File: config.mk
export PLATFORM = sky130hd
export DESIGN_NAME = btn_press_ctrl
export DESIGN_NICKNAME = d
export VERILOG_FILES = /design/src/rtl/btn_press_pkg.sv /design/src/rtl/btn_tick_gen.sv /design/src/rtl/btn_press_ctrl.sv
export SDC_FILE = /design/constraint.sdc
export NUM_CORES = 1
export LEC_CHECK = 0
export ABC_AREA = 1
export CAP_MARGIN = 20
export CORE_MARGIN = 5
export CORE_UTILIZATION = 55
export CTS_BUF_LIST = sky130_fd_sc_hd__clkbuf_2 sky130_fd_sc_hd__clkbuf_4 sky130_fd_sc_hd__clkbuf_8
export DETAILED_ROUTE_END_ITERATION = 16
export PLACE_DENSITY = 0.78
export RECOVER_POWER = 50
export SLEW_MARGIN = 25
export SYNTH_ARGS = -nofsm -noshare
export SYNTH_HDL_FRONTEND = slang
export SYNTH_SLANG_ARGS = --single-unit
File: constraint.sdc
create_clock -name clk -period 6.45 [get_ports clk]
set_input_delay 0.9675 -clock clk [delete_from_list [all_inputs] [get_ports clk]]
set_output_delay 0.9675 -clock clk [all_outputs]
set_load 0.03 [all_outputs]
File: src/rtl/btn_press_pkg.sv
`default_nettype none
// ============================================================================
// Module      : btn_press_pkg
// Description : Shared state encoding, default parameter values and a
//               counter-width helper for the button press controller.
// Revision    : 1.0 - initial release
// ============================================================================
package btn_press_pkg;

  // Per-channel press classifier states
  typedef enum logic [1:0] {
    IDLE    = 2'd0,
    PRESSED = 2'd1,
    HELD    = 2'd2
  } btn_state_e;

  // Default parameter values for the controller
  localparam int c_DEF_N_BTN       = 4;
  localparam int c_DEF_COUNT_MAX   = 25000000;
  localparam int c_DEF_DEB_CYCLES  = 500000;
  localparam int c_DEF_HOLD_TICKS  = 10;
  localparam int c_DEF_ACTIVE_HIGH = 1;

  // Width of the hold-tick counter; HOLD_TICKS is capped at 255
  localparam int c_HOLD_W = 8;

  // Bits needed to hold values 0..max_val (never less than one bit)
  function automatic int cnt_width(input int max_val);
    return (max_val < 2) ? 1 : $clog2(max_val + 1);
  endfunction

endpackage
`default_nettype wire

File: src/rtl/btn_tick_gen.sv
`default_nettype none
// ============================================================================
// Module      : btn_tick_gen
// Description : Free-running time base. Counts 0..COUNT_MAX-1 and raises
//               tick_o for the single cycle in which the count is at its top.
// Revision    : 1.0 - initial release
// ============================================================================
module btn_tick_gen
  import btn_press_pkg::*;
#(
  parameter int COUNT_MAX = c_DEF_COUNT_MAX
) (
  input  logic clk,
  input  logic rst,
  output logic tick_o
);

  localparam int                 c_CNT_W = cnt_width(COUNT_MAX - 1);
  localparam logic [c_CNT_W-1:0] c_LAST  = c_CNT_W'(COUNT_MAX - 1);

  logic [c_CNT_W-1:0] r_cnt;
  logic               w_last;

  assign w_last = (r_cnt == c_LAST);

  // Wrapping period counter; the tick is decoded from its terminal value
  always_ff @(posedge clk or posedge rst) begin
    if (rst) begin
      r_cnt <= '0;
    end else if (w_last) begin
      r_cnt <= '0;
    end else begin
      r_cnt <= r_cnt + 1'b1;
    end
  end

  assign tick_o = w_last;

endmodule
`default_nettype wire

File: src/rtl/btn_press_ctrl.sv
`default_nettype none
// ============================================================================
// Module      : btn_press_ctrl
// Description : Multi-channel push-button front end. Each channel is
//               synchronised, polarity-normalised and debounced, then a
//               small FSM classifies presses as short (released before
//               HOLD_TICKS time-base ticks) or long (held that long).
// Revision    : 1.0 - initial release
// ============================================================================
module btn_press_ctrl
  import btn_press_pkg::*;
#(
  parameter int N_BTN       = c_DEF_N_BTN,
  parameter int COUNT_MAX   = c_DEF_COUNT_MAX,
  parameter int DEB_CYCLES  = c_DEF_DEB_CYCLES,
  parameter int HOLD_TICKS  = c_DEF_HOLD_TICKS,
  parameter int ACTIVE_HIGH = c_DEF_ACTIVE_HIGH
) (
  input  logic             clk,
  input  logic             rst,
  input  logic [N_BTN-1:0] btn_in,
  output logic [N_BTN-1:0] short_o,
  output logic [N_BTN-1:0] long_o,
  output logic [N_BTN-1:0] held_o,
  output logic [N_BTN-1:0] pressed_o,
  output logic             tick_o
);

  // Raw pin level of a released button; synchronisers reset to it so that
  // leaving reset never looks like an edge.
  localparam logic c_REL_LVL = (ACTIVE_HIGH != 0) ? 1'b0 : 1'b1;

  localparam int                  c_DEB_W    = cnt_width(DEB_CYCLES - 1);
  localparam logic [c_DEB_W-1:0]  c_DEB_LAST = c_DEB_W'(DEB_CYCLES - 1);
  localparam logic [c_HOLD_W-1:0] c_HOLD_LAST = c_HOLD_W'(HOLD_TICKS - 1);

  logic w_tick;

  btn_tick_gen #(
    .COUNT_MAX (COUNT_MAX)
  ) u_tick_gen (
    .clk    (clk),
    .rst    (rst),
    .tick_o (w_tick)
  );

  assign tick_o = w_tick;

  genvar i;
  generate
    for (i = 0; i < N_BTN; i++) begin : g_ch
      logic [1:0]          r_sync;
      logic                w_level;
      logic [c_DEB_W-1:0]  r_deb_cnt;
      logic                r_pressed;
      btn_state_e          r_state;
      btn_state_e          w_state_nxt;
      logic [c_HOLD_W-1:0] r_hold;
      logic [c_HOLD_W-1:0] w_hold_nxt;
      logic                w_short;
      logic                w_long;

      // Two-flop synchroniser for the asynchronous pin
      always_ff @(posedge clk or posedge rst) begin
        if (rst) begin
          r_sync <= {2{c_REL_LVL}};
        end else begin
          r_sync <= {r_sync[0], btn_in[i]};
        end
      end

      // 1 means "pressed" regardless of pin polarity
      assign w_level = (ACTIVE_HIGH != 0) ? r_sync[1] : ~r_sync[1];

      // Debounce: accept a new level only after DEB_CYCLES consecutive
      // disagreeing samples; any agreeing sample restarts the count.
      always_ff @(posedge clk or posedge rst) begin
        if (rst) begin
          r_deb_cnt <= '0;
          r_pressed <= 1'b0;
        end else if (w_level == r_pressed) begin
          r_deb_cnt <= '0;
        end else if (r_deb_cnt == c_DEB_LAST) begin
          r_deb_cnt <= '0;
          r_pressed <= w_level;
        end else begin
          r_deb_cnt <= r_deb_cnt + 1'b1;
        end
      end

      // Press classifier state and hold-tick counter registers
      always_ff @(posedge clk or posedge rst) begin
        if (rst) begin
          r_state <= IDLE;
          r_hold  <= '0;
        end else begin
          r_state <= w_state_nxt;
          r_hold  <= w_hold_nxt;
        end
      end

      // Next state and pulses; a release is checked before the final tick
      // so that a coincident release is reported as a short press.
      always_comb begin
        w_state_nxt = r_state;
        w_hold_nxt  = r_hold;
        w_short     = 1'b0;
        w_long      = 1'b0;
        case (r_state)
          IDLE: begin
            if (r_pressed) begin
              w_state_nxt = PRESSED;
              w_hold_nxt  = '0;
            end
          end
          PRESSED: begin
            if (!r_pressed) begin
              w_state_nxt = IDLE;
              w_short     = 1'b1;
            end else if (w_tick) begin
              w_hold_nxt = r_hold + 1'b1;
              if (r_hold == c_HOLD_LAST) begin
                w_state_nxt = HELD;
                w_long      = 1'b1;
              end
            end
          end
          HELD: begin
            // Counter is frozen here, so it can never wrap.
            if (!r_pressed) begin
              w_state_nxt = IDLE;
            end
          end
          default: begin
            w_state_nxt = IDLE;
          end
        endcase
      end

      assign short_o[i]   = w_short;
      assign long_o[i]    = w_long;
      assign held_o[i]    = (r_state == HELD);
      assign pressed_o[i] = r_pressed;
    end
  endgenerate

endmodule
`default_nettype wire

After elaboration in Yosys (flattened, before gate mapping)

Index checks and enable logic that the tools add are counted.

Bits in latches: 0
Memories: 0
Logic and storage cells: 172
Flip-flop bits (word level): 153
Memory bits (read-only): 0
Input port bits: 6
Output and inout bits: 17
RAM bits: 0

Divide/modulo/power cells: 0
Add/sub/neg operators: 9
Bitwise gates (word level): 4
Equal/unequal tests: 45
$mul: 0
Shift operators: 0
Multiplexer cells: 73
Reduce and logical (&&, ||, !) cells: 20
Magnitude comparators: 0

Operator list:

| operator                                            | count |
|---|---|
| two-way mux 19 bit                                  | 8 |
| two-way mux 8 bit                                   | 12 |
| adder 19 x 1 -> 19 bit, second input constant       | 4 |
| equality test 19 bit, second input constant         | 4 |
| case mux 8 bit (2 select lines)                     | 4 |
| two-way mux 2 bit                                   | 20 |
| adder 8 x 1 -> 8 bit, second input constant         | 4 |
| equality test 8 x 4 -> 1 bit, second input constant | 4 |
| inequality test 2 bit, second input constant        | 16 |
| AND reduction 4 bit                                 | 8 |
| adder 25 x 1 -> 25 bit, second input constant       | 1 |
| equality test 25 bit, second input constant         | 1 |
| two-way mux 25 bit                                  | 1 |
| two-way mux 1 bit                                   | 24 |
| inequality test 3 bit, second input constant        | 8 |
| case mux 2 bit (3 select lines)                     | 4 |
| equality test 2 x 1 -> 1 bit, second input constant | 4 |
| equality test 2 bit, second input constant          | 4 |
| logical NOT 2 bit                                   | 4 |
| AND reduction 2 bit                                 | 4 |
| nonzero test 2 bit                                  | 4 |
| equality test 1 bit                                 | 4 |
| NOT 1 bit                                           | 4 |

Logic depth before layout (Yosys ltp)

Gate-level depths: netlist (run 1).

Word-level depth: 5
Depth in mapped cells: 10
Gate-level depth less buffers: 10

Modules after synthesis

Synthesis (run 1) repeated with hierarchy kept, for this count alone.

Cell total of the unflattened synthesis: 1218
Area, all modules: 8938.6 um2

Modules (own cells, without submodules):

| module         | area each (um2) | seq. area each (um2) | times used | cells an instance |
|---|---|---|---|---|
| btn_press_ctrl | 7460.9          | 3203.1               | 1          | 1003 |
| btn_tick_gen   | 1477.7          | 625.6                | 1          | 215 |

Least setup slack after synthesis (run 1)

No wires, ideal clock.

Kind: reg-to-output
Start point: reg u_tick_gen.r_cnt[0]
End point: out long_o[0]
Buffers on the path: 1
Stages on the path, launching flop included: 11
Setup slack: 3.815 ns
Required time: 5.483 ns
Arrival: 1.667 ns
Path through: dfrtp_1 -> ha_1 -> nand3_2 -> inv_2 -> nand2_2 -> nor2_8 -> nand2_2 -> inv_2 -> nand3_1 -> inv_1 -> buf_4

Word-level cells in the longest chain between the ends: 4

RTL lines:

| what                   | line                  | text |
|---|---|---|
| start, declared        | btn_tick_gen.sv:21    | `logic [c_CNT_W-1:0] r_cnt;` |
| start signal, assigned | btn_tick_gen.sv:33    | `r_cnt <= r_cnt + 1'b1;` |
| equality test 25 bit   | btn_tick_gen.sv:24    | `assign w_last = (r_cnt == c_LAST);` |
| via tick_o             | btn_press_ctrl.sv:26  | `output logic tick_o` |
| two-way mux 1 bit      | btn_press_ctrl.sv:120 | `end else if (w_tick) begin` |
| two-way mux 1 bit      | btn_press_ctrl.sv:117 | `if (!r_pressed) begin` |
| two-way mux 1 bit      | btn_press_ctrl.sv:109 | `case (r_state)` |
| end, declared          | btn_press_ctrl.sv:23  | `output logic [N_BTN-1:0] long_o,` |

The timed path passes the listed nets, and every way through them passes these cells.

Worst setup path in the final report (run 1)

Start point: reg u_tick_gen.r_cnt[0]
End point: out long_o[0]

Word-level cells in the longest chain between the ends: 4

RTL lines:

| what                 | line |
|---|---|
| equality test 25 bit | btn_tick_gen.sv:24 |
| two-way mux 1 bit    | btn_press_ctrl.sv:120 |
| two-way mux 1 bit    | btn_press_ctrl.sv:117 |
| two-way mux 1 bit    | btn_press_ctrl.sv:109 |

No other way between the ends.

==> results.json, run 1 <==
{
  "status": "finished with violations",
  "failed_checks": "max-capacitance violations, max-slew violations",
  "synth_area_leaders": "dfrtp_1, nand2_1, nor2_1",
  "p_total_mw": 1.74,
  "place_area_mm2": 0.00925,
  "peakVddDrop_mv": 0.130,
  "cts_sinks": 153,
  "yosysUniqueCellTypes": 36,
  "postLayoutCellArea_mm2": 0.00961,
  "ctsHoldBuffers": 0,
  "fp.dieW_um": 137,
  "yosysTopAreaCell": "dfrtp_1",
  "die_h_um": 137,
  "antenna_cells": 0,
  "p_int_mw": 1.34,
  "cp_slowest_cell": "clkdlybuf4s50_1",
  "ys_seq_elements": 153,
  "io_buffer_count": 22,
  "cts_buffers": 17,
  "dieArea_mm2": 0.0188,
  "endpoint_kind": "primary output",
  "drive_gt1_share_pct": 4.25,
  "finalSetupTns_ns": 0,
  "grt_first_pass_wirelength_um": 32400,
  "post_cts_resized": 0,
  "finalSetupViolCount": 0,
  "drtAntennaViolNets": 0,
  "grt.total_usage_pct": 21.1,
  "maxCapViolCount": 1,
  "ios": 23,
  "root_buffer": "clkbuf_8",
  "p_leak_nw": 4.20,
  "crit_required_ns": 5.48,
  "skew_ns": 0.0167,
  "overflow": 0,
  "cp_cell_sequence": "ha_1 > nand3_1 > inv_1 > nand2_2 > nor2_1 > nand2_1 > inv_1 > nand3_1 > inv_1 > clkdlybuf4s50_1",
  "gp_congestion": 0.948,
  "dp_hpwl_um": 13300,
  "h-tree-depth": 4,
  "core_area_mm2": 0.0159,
  "wirelength_um": 18300,
  "worst_slew_pin_slew_ns": 3.87,
  "nNetsFinal": 1276,
  "cts_tree": "done",
  "ys.flop_type": "dfrtp_1",
  "synth_enable_flop_cells": 0,
  "crit_path_max_incr_delay_ns": 0.66,
  "synthTopCellsByCount": "nand2_1, nor2_1, dfrtp_1",
  "antenna_found_initial": 0,
  "crit_top_cell": "inv_1",
  "p_clk_share_pct": 41.5,
  "post_cts_buffers": 0,
  "drt-vias-per-instance": 5.13,
  "min_path_type": "reg -> reg",
  "clk_pin_slew_worst_paths_ns": 0.08,
  "syn-mean-instance-area_um2": 7.19,
  "drc": 0,
  "grt_max_degree": 91,
  "area_growth_pct": 7.95,
  "synth_fp_nets": 1257,
  "slew_headroom_pct": -160,
  "period_share_pct": 67.7,
  "slew_violations": 91,
  "start_kind": "flop",
  "net-switching-power_mw": 0.396,
  "path_max_fanout": 6,
  "hold_viol": 0,
  "synth_cells": 1238,
  "yosys_warnings": 0,
  "vias": 7621,
  "period_minus_slack_ns": 4.37,
  "comb_power_share_pct": 2.4,
  "syn_area_mm2": 0.00891,
  "initial_core_util_pct": 56.1,
  "seqPwrFrac_pct": 56.1,
  "switching_share_pct": 22.8,
  "clock.fmax_mhz": 229,
  "grt_pass1_vias": 7061,
  "ys_seq_area_share_pct": 43.0,
  "p_per_area_mw_per_mm2": 181,
  "crit_arrival_ns": 3.40,
  "rsz0062_at_grt": "false",
  "clock_latency_ns": 0.46,
  "synth_top_area_share_pct": 43.0,
  "dr.pass1.iters": 6,
  "post-synth-top-count-cell": "nand2_1",
  "wl_per_cell_um": 12.3,
  "critPathKind": "reg -> out",
  "clockBufferDepth": 2,
  "async_flop_share_pct": 100,
  "drt_iter0_markers": 664,
  "row_count": 46
}
state kept, by name, summed over array words and instances (netlist names):
name,count
g_ch.r_state,8
g_ch.r_hold,32
u_tick_gen.r_cnt,25
g_ch.r_deb_cnt,76
g_ch.r_sync,8
g_ch.r_pressed,4
cell type report:
cell class,count,area [um^2]
Tap cell,216,270
Inverter,147,553
Sequential cell,153,3830
Multi-Input combinational cell,915,4340
Fill cell,1473,6270
Clock inverter,11,124
Timing Repair Buffer,23,228
Clock buffer,21,270
stage by stage:
stage / cells / util [%] / setup slack [ns] / hold WS [ns]
floorplan: 1238 / - / 1.36 / 0.331
global placement: 1454 / 58.2 / 3.19 / 0.337
detailed placement: 1454 / 58.2 / 3.15 / 0.339
CTS: 1486 / 60.7 / 2.65 / 0.356
global route: 1486 / 60.5 / 1.42 / 0.375
finish: 1486 / 60.5 / 2.08 / 0.353
power by group through the flow:
stage                     clock [mW]  combinational [mW]  sequential, mW
final                          0.721              0.0423           0.975
after detailed placement           0              0.0456           0.994
after floorplan                    0              0.0318           0.992
after global routing           0.790              0.0512           0.977
after CTS                      0.743              0.0458           0.975
after global placement             0              0.0451           0.993
critical path: cells and delay by family, from the launching register on:
kind	cells	cell delay, ns
buffers and inverters	4	1.16
and+or+nand+nor	5	1.11
adders and majority gates	1	0.26
DFF	1	0.41
layout by cell type, fill, tap and decap left out, types with 8 or more instances in the layout:
master           count
a21oi_1             15
xnor2_1             14
nor3_1              20
clkdlybuf4s50_1     17
inv_1              143
nand4_1             44
dfrtp_1            153
nand2_1            309
nor2_1             288
clkbuf_8            18
ha_1                13
xor2_1              53
o21ai_0              8
nand3_1            115
metal layers:
layer / track usage, % / vias to the layer above / routed length [um]
li1: - / 3906 / -
met1: 29.8 / 3538 / 8810
met2: 33.3 / 161 / 8550
met4: 5.71 / 0 / 173
met3: 4.27 / 16 / 751
met5: 0 / - / 0
path summary, 6_finish.rpt:
check	end	slack, ns	startpoint	cells after the start
worst max register to register	g_ch[2].r_hold[3]	4.00	u_tick_gen.r_cnt[0]	9
worst min-delay path	g_ch[2].r_sync[1]	0.35	g_ch[2].r_sync[0]	0
min in group asynchronous	g_ch[2].r_deb_cnt[13]	2.14	rst	2
worst max-delay path	long_o[0]	2.08	u_tick_gen.r_cnt[0]	10
worst min register to register	g_ch[2].r_sync[1]	0.35	g_ch[2].r_sync[0]	0
max in group asynchronous	u_tick_gen.r_cnt[5]	2.30	rst	3
cell families (layout without fill, tap and decap cells):
family,count (synthesis),count (layout),share of synthesized area (%)
simple gates,805,805,38.7
buf+inv,170,202,7.95
flops,153,153,43.0
xor+xnor,67,67,6.59
compound gates,30,30,1.91
fa+ha+maj,13,13,1.83
(Power assumes the default switching activity.)
==> run 2: changes to the inputs <==
PLACE_DENSITY = 0.81   (was 0.78)
clock period = 3.9 ns   (was 6.45 ns; I/O delays follow)
==> run 2 against run 1 <==
The run still ends with max-capacitance violations, max-slew violations left; setup slack lost 1.7 ns; clock-buffer cell count decreased by 3; register-to-register slack worse by 2.2 ns; first-iteration DRC count shrank 23%; sequential power up 65%; total power grew 74%; combinational power up 69%; clock skew is 0.0016 ns lower; sequential share of layout area fell by 0.33 points; critical path type unchanged; largest cell class unchanged; largest power group unchanged.
==> results.json, run 2 (same netlist as run 1, synthesis figures left out) <==
{
  "root_buffer": "clkbuf_8",
  "final_cell_mix": "nand2_1, nor2_1, dfrtp_1",
  "grt_pass1_vias": 7254,
  "antenna_found_initial": 0,
  "p_leak_nw": 4.26,
  "period_minus_slack_ns": 3.51,
  "antenna_cells": 0,
  "post_cts_buffers": 0,
  "skew_ns": 0.0151,
  "gp_congestion": 0.932,
  "slew_headroom_pct": -35.8,
  "fin_hold_ws_ns": 0.358,
  "clockBufferDepth": 2,
  "nNetsFinal": 1277,
  "initial_core_util_pct": 56.1,
  "core_area_mm2": 0.0159,
  "hold_viol": 0,
  "fin_util_pct": 61.0,
  "io_buffer_count": 22,
  "crit_arrival_ns": 2.92,
  "drive_gt1_share_pct": 4.72,
  "cts_tree": "done",
  "p_total_mw": 3.03,
  "finalSetupTns_ns": 0,
  "die_h_um": 137,
  "maxCapViolCount": 2,
  "worst_slew_pin_slew_ns": 2.04,
  "row_count": 46,
  "failed_checks": "max-capacitance violations, max-slew violations",
  "post_cts_resized": 0,
  "vias": 7684,
  "peakVddDrop_mv": 0.271,
  "finalSetupViolCount": 0,
  "fp.dieW_um": 137,
  "grt_first_pass_wirelength_um": 33100,
  "start_kind": "flop",
  "dieArea_mm2": 0.0188,
  "crit_required_ns": 3.31,
  "dp_hpwl_um": 13800,
  "p_per_area_mw_per_mm2": 312,
  "h-tree-depth": 4,
  "critPathKind": "reg -> out",
  "mostFrequentLayoutCell": "nand2_1",
  "drc": 0,
  "ctsHoldBuffers": 0,
  "largestRegisters": "g_ch.r_deb_cnt: 76 flops, g_ch.r_hold: 32 flops, u_tick_gen.r_cnt: 25 flops",
  "clock.fmax_mhz": 285,
  "drt-vias-per-instance": 5.17,
  "period_share_pct": 90.0,
  "endpoint_kind": "primary output",
  "area_growth_pct": 8.86,
  "status": "finished with violations",
  "clk_pin_slew_worst_paths_ns": 0.08,
  "ios": 23,
  "drt_iter0_markers": 509,
  "drtAntennaViolNets": 0,
  "wl_per_cell_um": 12.9,
  "rsz0062_at_grt": "false",
  "grt.total_usage_pct": 21.8,
  "min_path_type": "reg -> reg",
  "postLayoutCellArea_mm2": 0.00970,
  "grt_max_degree": 95,
  "cts_sinks": 153,
  "slew_violations": 138,
  "regMostFlops": "g_ch.r_deb_cnt",
  "clock_latency_ns": 0.46,
  "cts_buffers": 17,
  "overflow": 0,
  "rrSetupSlack_ns": 1.82,
  "dr.pass1.iters": 5,
  "largest_reg_flops": 76,
  "place_area_mm2": 0.00928,
  "path_max_fanout": 11,
  "wirelength_um": 19100
}
-- run 2: cell count changes in the layout (fill, tap and decap cells not counted), sizes merged --
cell	change
clkinvlp	-1
clkinv	-2
inv	+4
clkbuf	-3
bufinv	+2
dlymetal6s4s	+1
-- run 2: worst paths after layout --
| kind | from | to | cells past startpoint |
|---|---|---|---|
| max | u_tick_gen.r_cnt[0] | long_o[2] | 8 |
| min | g_ch[0].r_sync[0] | g_ch[0].r_sync[1] | 0 |
| max reg2reg | u_tick_gen.r_cnt[0] | u_tick_gen.r_cnt[22] | 6 |
| min reg2reg | g_ch[0].r_sync[0] | g_ch[0].r_sync[1] | 0 |
| max in group asynchronous | rst | g_ch[0].r_deb_cnt[13] | 3 |
| min in group asynchronous | rst | g_ch[1].r_sync[1] | 2 |
-- run 2: final cells by class --
class / instances / area [um^2]
inverter: 147 / 553
sequential: 153 / 3830
clock buffer: 18 / 248
timing repair buffer: 24 / 238
clock inverter: 14 / 194
multi-input combinational: 915 / 4360
tap: 216 / 270
fill: 1452 / 6190
-- run 2: per-layer routing --
metal	vias to the layer above	share of wire [%]	track usage, %
li1	3925	-	-
met1	3541	45	28.0
met2	172	49	36.0
met3	46	4.0	5.15
met4	0	2.4	7.87
met5	-	0	0
-- run 2: power breakdown --
part | switching (mW) | internal, mW
registers | 0.0136 | 1.60
logic | 0.0554 | 0.0161
clock network | 0.624 | 0.718
total | 0.693 | 2.33
-- run 2: worst max-delay path, stage by stage (launching register included) --
cell and delay (ns):
dfrtp_1 0.42, ha_1 0.27, nand3_1 0.22, inv_2 0.16, nand2_2 0.10, nor2_8 0.16, nand3_2 0.27, nor2_1 0.18
clkdlybuf4s50_1 0.69
-- run 2: per-stage QoR --
stage,instances,worst slack (ns)
3_5_place_dp,1455,0.954
5_1_grt,1487,0.171
6_report,1487,0.390
3_3_place_gp,1455,1.03
4_1_cts,1487,0.420
2_1_floorplan,1238,1.38
==> run 3: changes to the inputs <==
CORE_MARGIN = 3   (was 5)
GPL_TIMING_DRIVEN = 1   (was default)
SLEW_MARGIN = default   (was 25)
==> run 3 against run 2 <==
Sequential share of layout area is 0.087 points higher; core utilization is 1.2 points higher; the run still ends with max-capacitance violations, max-slew violations left; routed wire length is 3.7% lower; total power is 1.8% lower; via count is 0.42% lower; flip-flop and latch count stayed put; clock power is 4% lower; fmax hardly changed; worst hold slack worse by 0.0092 ns; critical path depth is 2 higher; die area is 5.7% lower.
==> results.json, run 3 (same netlist as run 1, synthesis figures left out) <==
{
  "status": "finished with violations",
  "failed_checks": "max-capacitance violations, max-slew violations",
  "antenna_found_initial": 0,
  "p_total_mw": 2.97,
  "path_max_fanout": 6,
  "critPathKind": "reg -> out",
  "cts_buffers": 17,
  "post_cts_resized": 0,
  "gp_congestion": 0.928,
  "cp_cell_sequence": "ha_1 > nand3_1 > inv_1 > nand2_2 > nor2_8 > nand2_2 > inv_2 > nand3_1 > inv_1 > clkdlybuf4s50_1",
  "p_per_area_mw_per_mm2": 307,
  "min_path_type": "reg -> reg",
  "period_share_pct": 90.0,
  "finalSetupTns_ns": 0,
  "drt_iter0_markers": 529,
  "io_buffer_count": 22,
  "drive_gt1_share_pct": 4.64,
  "p_leak_nw": 4.24,
  "dieArea_mm2": 0.0178,
  "final_cell_mix": "nand2_1, nor2_1, dfrtp_1",
  "antenna_cells": 0,
  "die_h_um": 133,
  "slew_headroom_pct": -17.9,
  "period_minus_slack_ns": 3.51,
  "start_kind": "flop",
  "grt_max_degree": 52,
  "grt_use_met1_pct": 28.8,
  "worst_slew_pin_slew_ns": 1.77,
  "crit_required_ns": 3.31,
  "clock.fmax_mhz": 285,
  "maxCapViolCount": 1,
  "hold_viol": 0,
  "endpoint_kind": "primary output",
  "seqCellArea_mm2": 0.00383,
  "mostFrequentLayoutCell": "nand2_1",
  "nNetsFinal": 1278,
  "met2_usage_pct": 35.6,
  "dp_hpwl_um": 13300,
  "clock_latency_ns": 0.45,
  "drtAntennaViolNets": 0,
  "skew_ns": 0.0129,
  "ios": 23,
  "peakVddDrop_mv": 0.256,
  "clk_pin_slew_worst_paths_ns": 0.08,
  "vias": 7652,
  "post_cts_buffers": 0,
  "clockBufferDepth": 2,
  "root_buffer": "clkbuf_8",
  "nFillCells": 1421,
  "cts_tree": "done",
  "rsz0062_at_grt": "false",
  "cp_slowest_cell": "clkdlybuf4s50_1",
  "largest_reg_flops": 76,
  "grt.total_usage_pct": 21.7,
  "drc": 0,
  "crit_path_max_incr_delay_ns": 0.68,
  "largestRegisters": "g_ch.r_deb_cnt: 76 flops, g_ch.r_hold: 32 flops, u_tick_gen.r_cnt: 25 flops",
  "ctsHoldBuffers": 0,
  "initial_core_util_pct": 57.3,
  "fp.dieW_um": 133,
  "area_growth_pct": 8.63,
  "grt_pass1_vias": 7261,
  "dr.pass1.iters": 6,
  "finalSetupViolCount": 0,
  "wl_per_cell_um": 12.4,
  "grt.busiest_layer": "met2",
  "grt_first_pass_wirelength_um": 32400,
  "slew_violations": 36,
  "multi_input_area_mm2": 0.00436,
  "row_count": 45,
  "h-tree-depth": 4,
  "cts_sinks": 153,
  "core_area_mm2": 0.0155,
  "drt-vias-per-instance": 5.16,
  "met3_usage_pct": 4.61,
  "crit_arrival_ns": 2.93,
  "regMostFlops": "g_ch.r_deb_cnt",
  "wirelength_um": 18400,
  "overflow": 0
}
-- run 3: cell count changes in the layout (fill, tap and decap cells not counted) --
cell / before / now
buf_2: 1 / 0
bufinv_16: 4 / 3
clkbuf_1: 0 / 1
clkbuf_2: 0 / 2
clkbuf_8: 18 / 19
clkinv_1: 0 / 1
clkinv_2: 3 / 1
clkinv_4: 2 / 3
clkinvlp_4: 2 / 4
dlymetal6s4s_1: 1 / 0
inv_1: 141 / 142
inv_2: 5 / 3
inv_6: 3 / 2
-- run 3: area by class of cell --
cell class,count,share of cell area [%]
Clock buffer,19,2.70
Clock inverter,13,1.75
Inverter,147,5.72
Multi-Input combinational cell,915,45.1
Sequential cell,153,39.6
Tap cell,211,2.73
Timing Repair Buffer,25,2.42
-- run 3: final timing paths --
kind / startpoint / to / slack [ns] / depth (start not counted)
max: u_tick_gen.r_cnt[0] / long_o[0] / 0.39 / 10
max reg2reg: u_tick_gen.r_cnt[0] / u_tick_gen.r_cnt[18] / 1.76 / 6
min reg2reg: g_ch[3].r_sync[0] / g_ch[3].r_sync[1] / 0.35 / 0
min in group asynchronous: rst / g_ch[1].r_deb_cnt[11] / 0.87 / 2
max in group asynchronous: rst / g_ch[1].r_state[0] / 0.85 / 3
min: g_ch[3].r_sync[0] / g_ch[3].r_sync[1] / 0.35 / 0
-- run 3: where the power goes --
part / switching (mW) / total [mW] / internal, mW / leakage, nW
combinational: 0.0549 / 0.0707 / 0.0157 / 1.94
sequential: 0.0130 / 1.61 / 1.60 / 2.10
clock: 0.617 / 1.29 / 0.672 / 0.205
total: 0.685 / 2.97 / 2.29 / 4.24
-- run 3: per-layer routing --
layer	up-vias	wire length [um]	part of all wire, %
li1	3921	-	-
met1	3506	8650	47
met2	193	8640	47
met3	32	810	4.4
met4	0	320	1.7
met5	-	0	0
-- run 3: stage by stage --
step	cells	area (um^2)	hold slack, ns	setup WS (ns)	utilization, %
6_report	1483	9670	0.349	0.388	62.3
5_1_grt	1483	9670	0.363	0.169	62.3
4_1_cts	1483	9700	0.354	0.449	62.4
3_5_place_dp	1451	9270	0.335	0.957	59.7
3_3_place_gp	1451	9270	0.332	1.02	59.7
2_1_floorplan	1238	8910	0.331	1.38	-
-- run 3: critical path, delay by kind of cell (launching register included) --
kind                     cells  cell delay [ns]
adder cells (fa/ha/maj)      1             0.27
buffers and inverters        4             1.10
flip-flops                   1             0.42
AND/OR/NAND/NOR              5             0.69
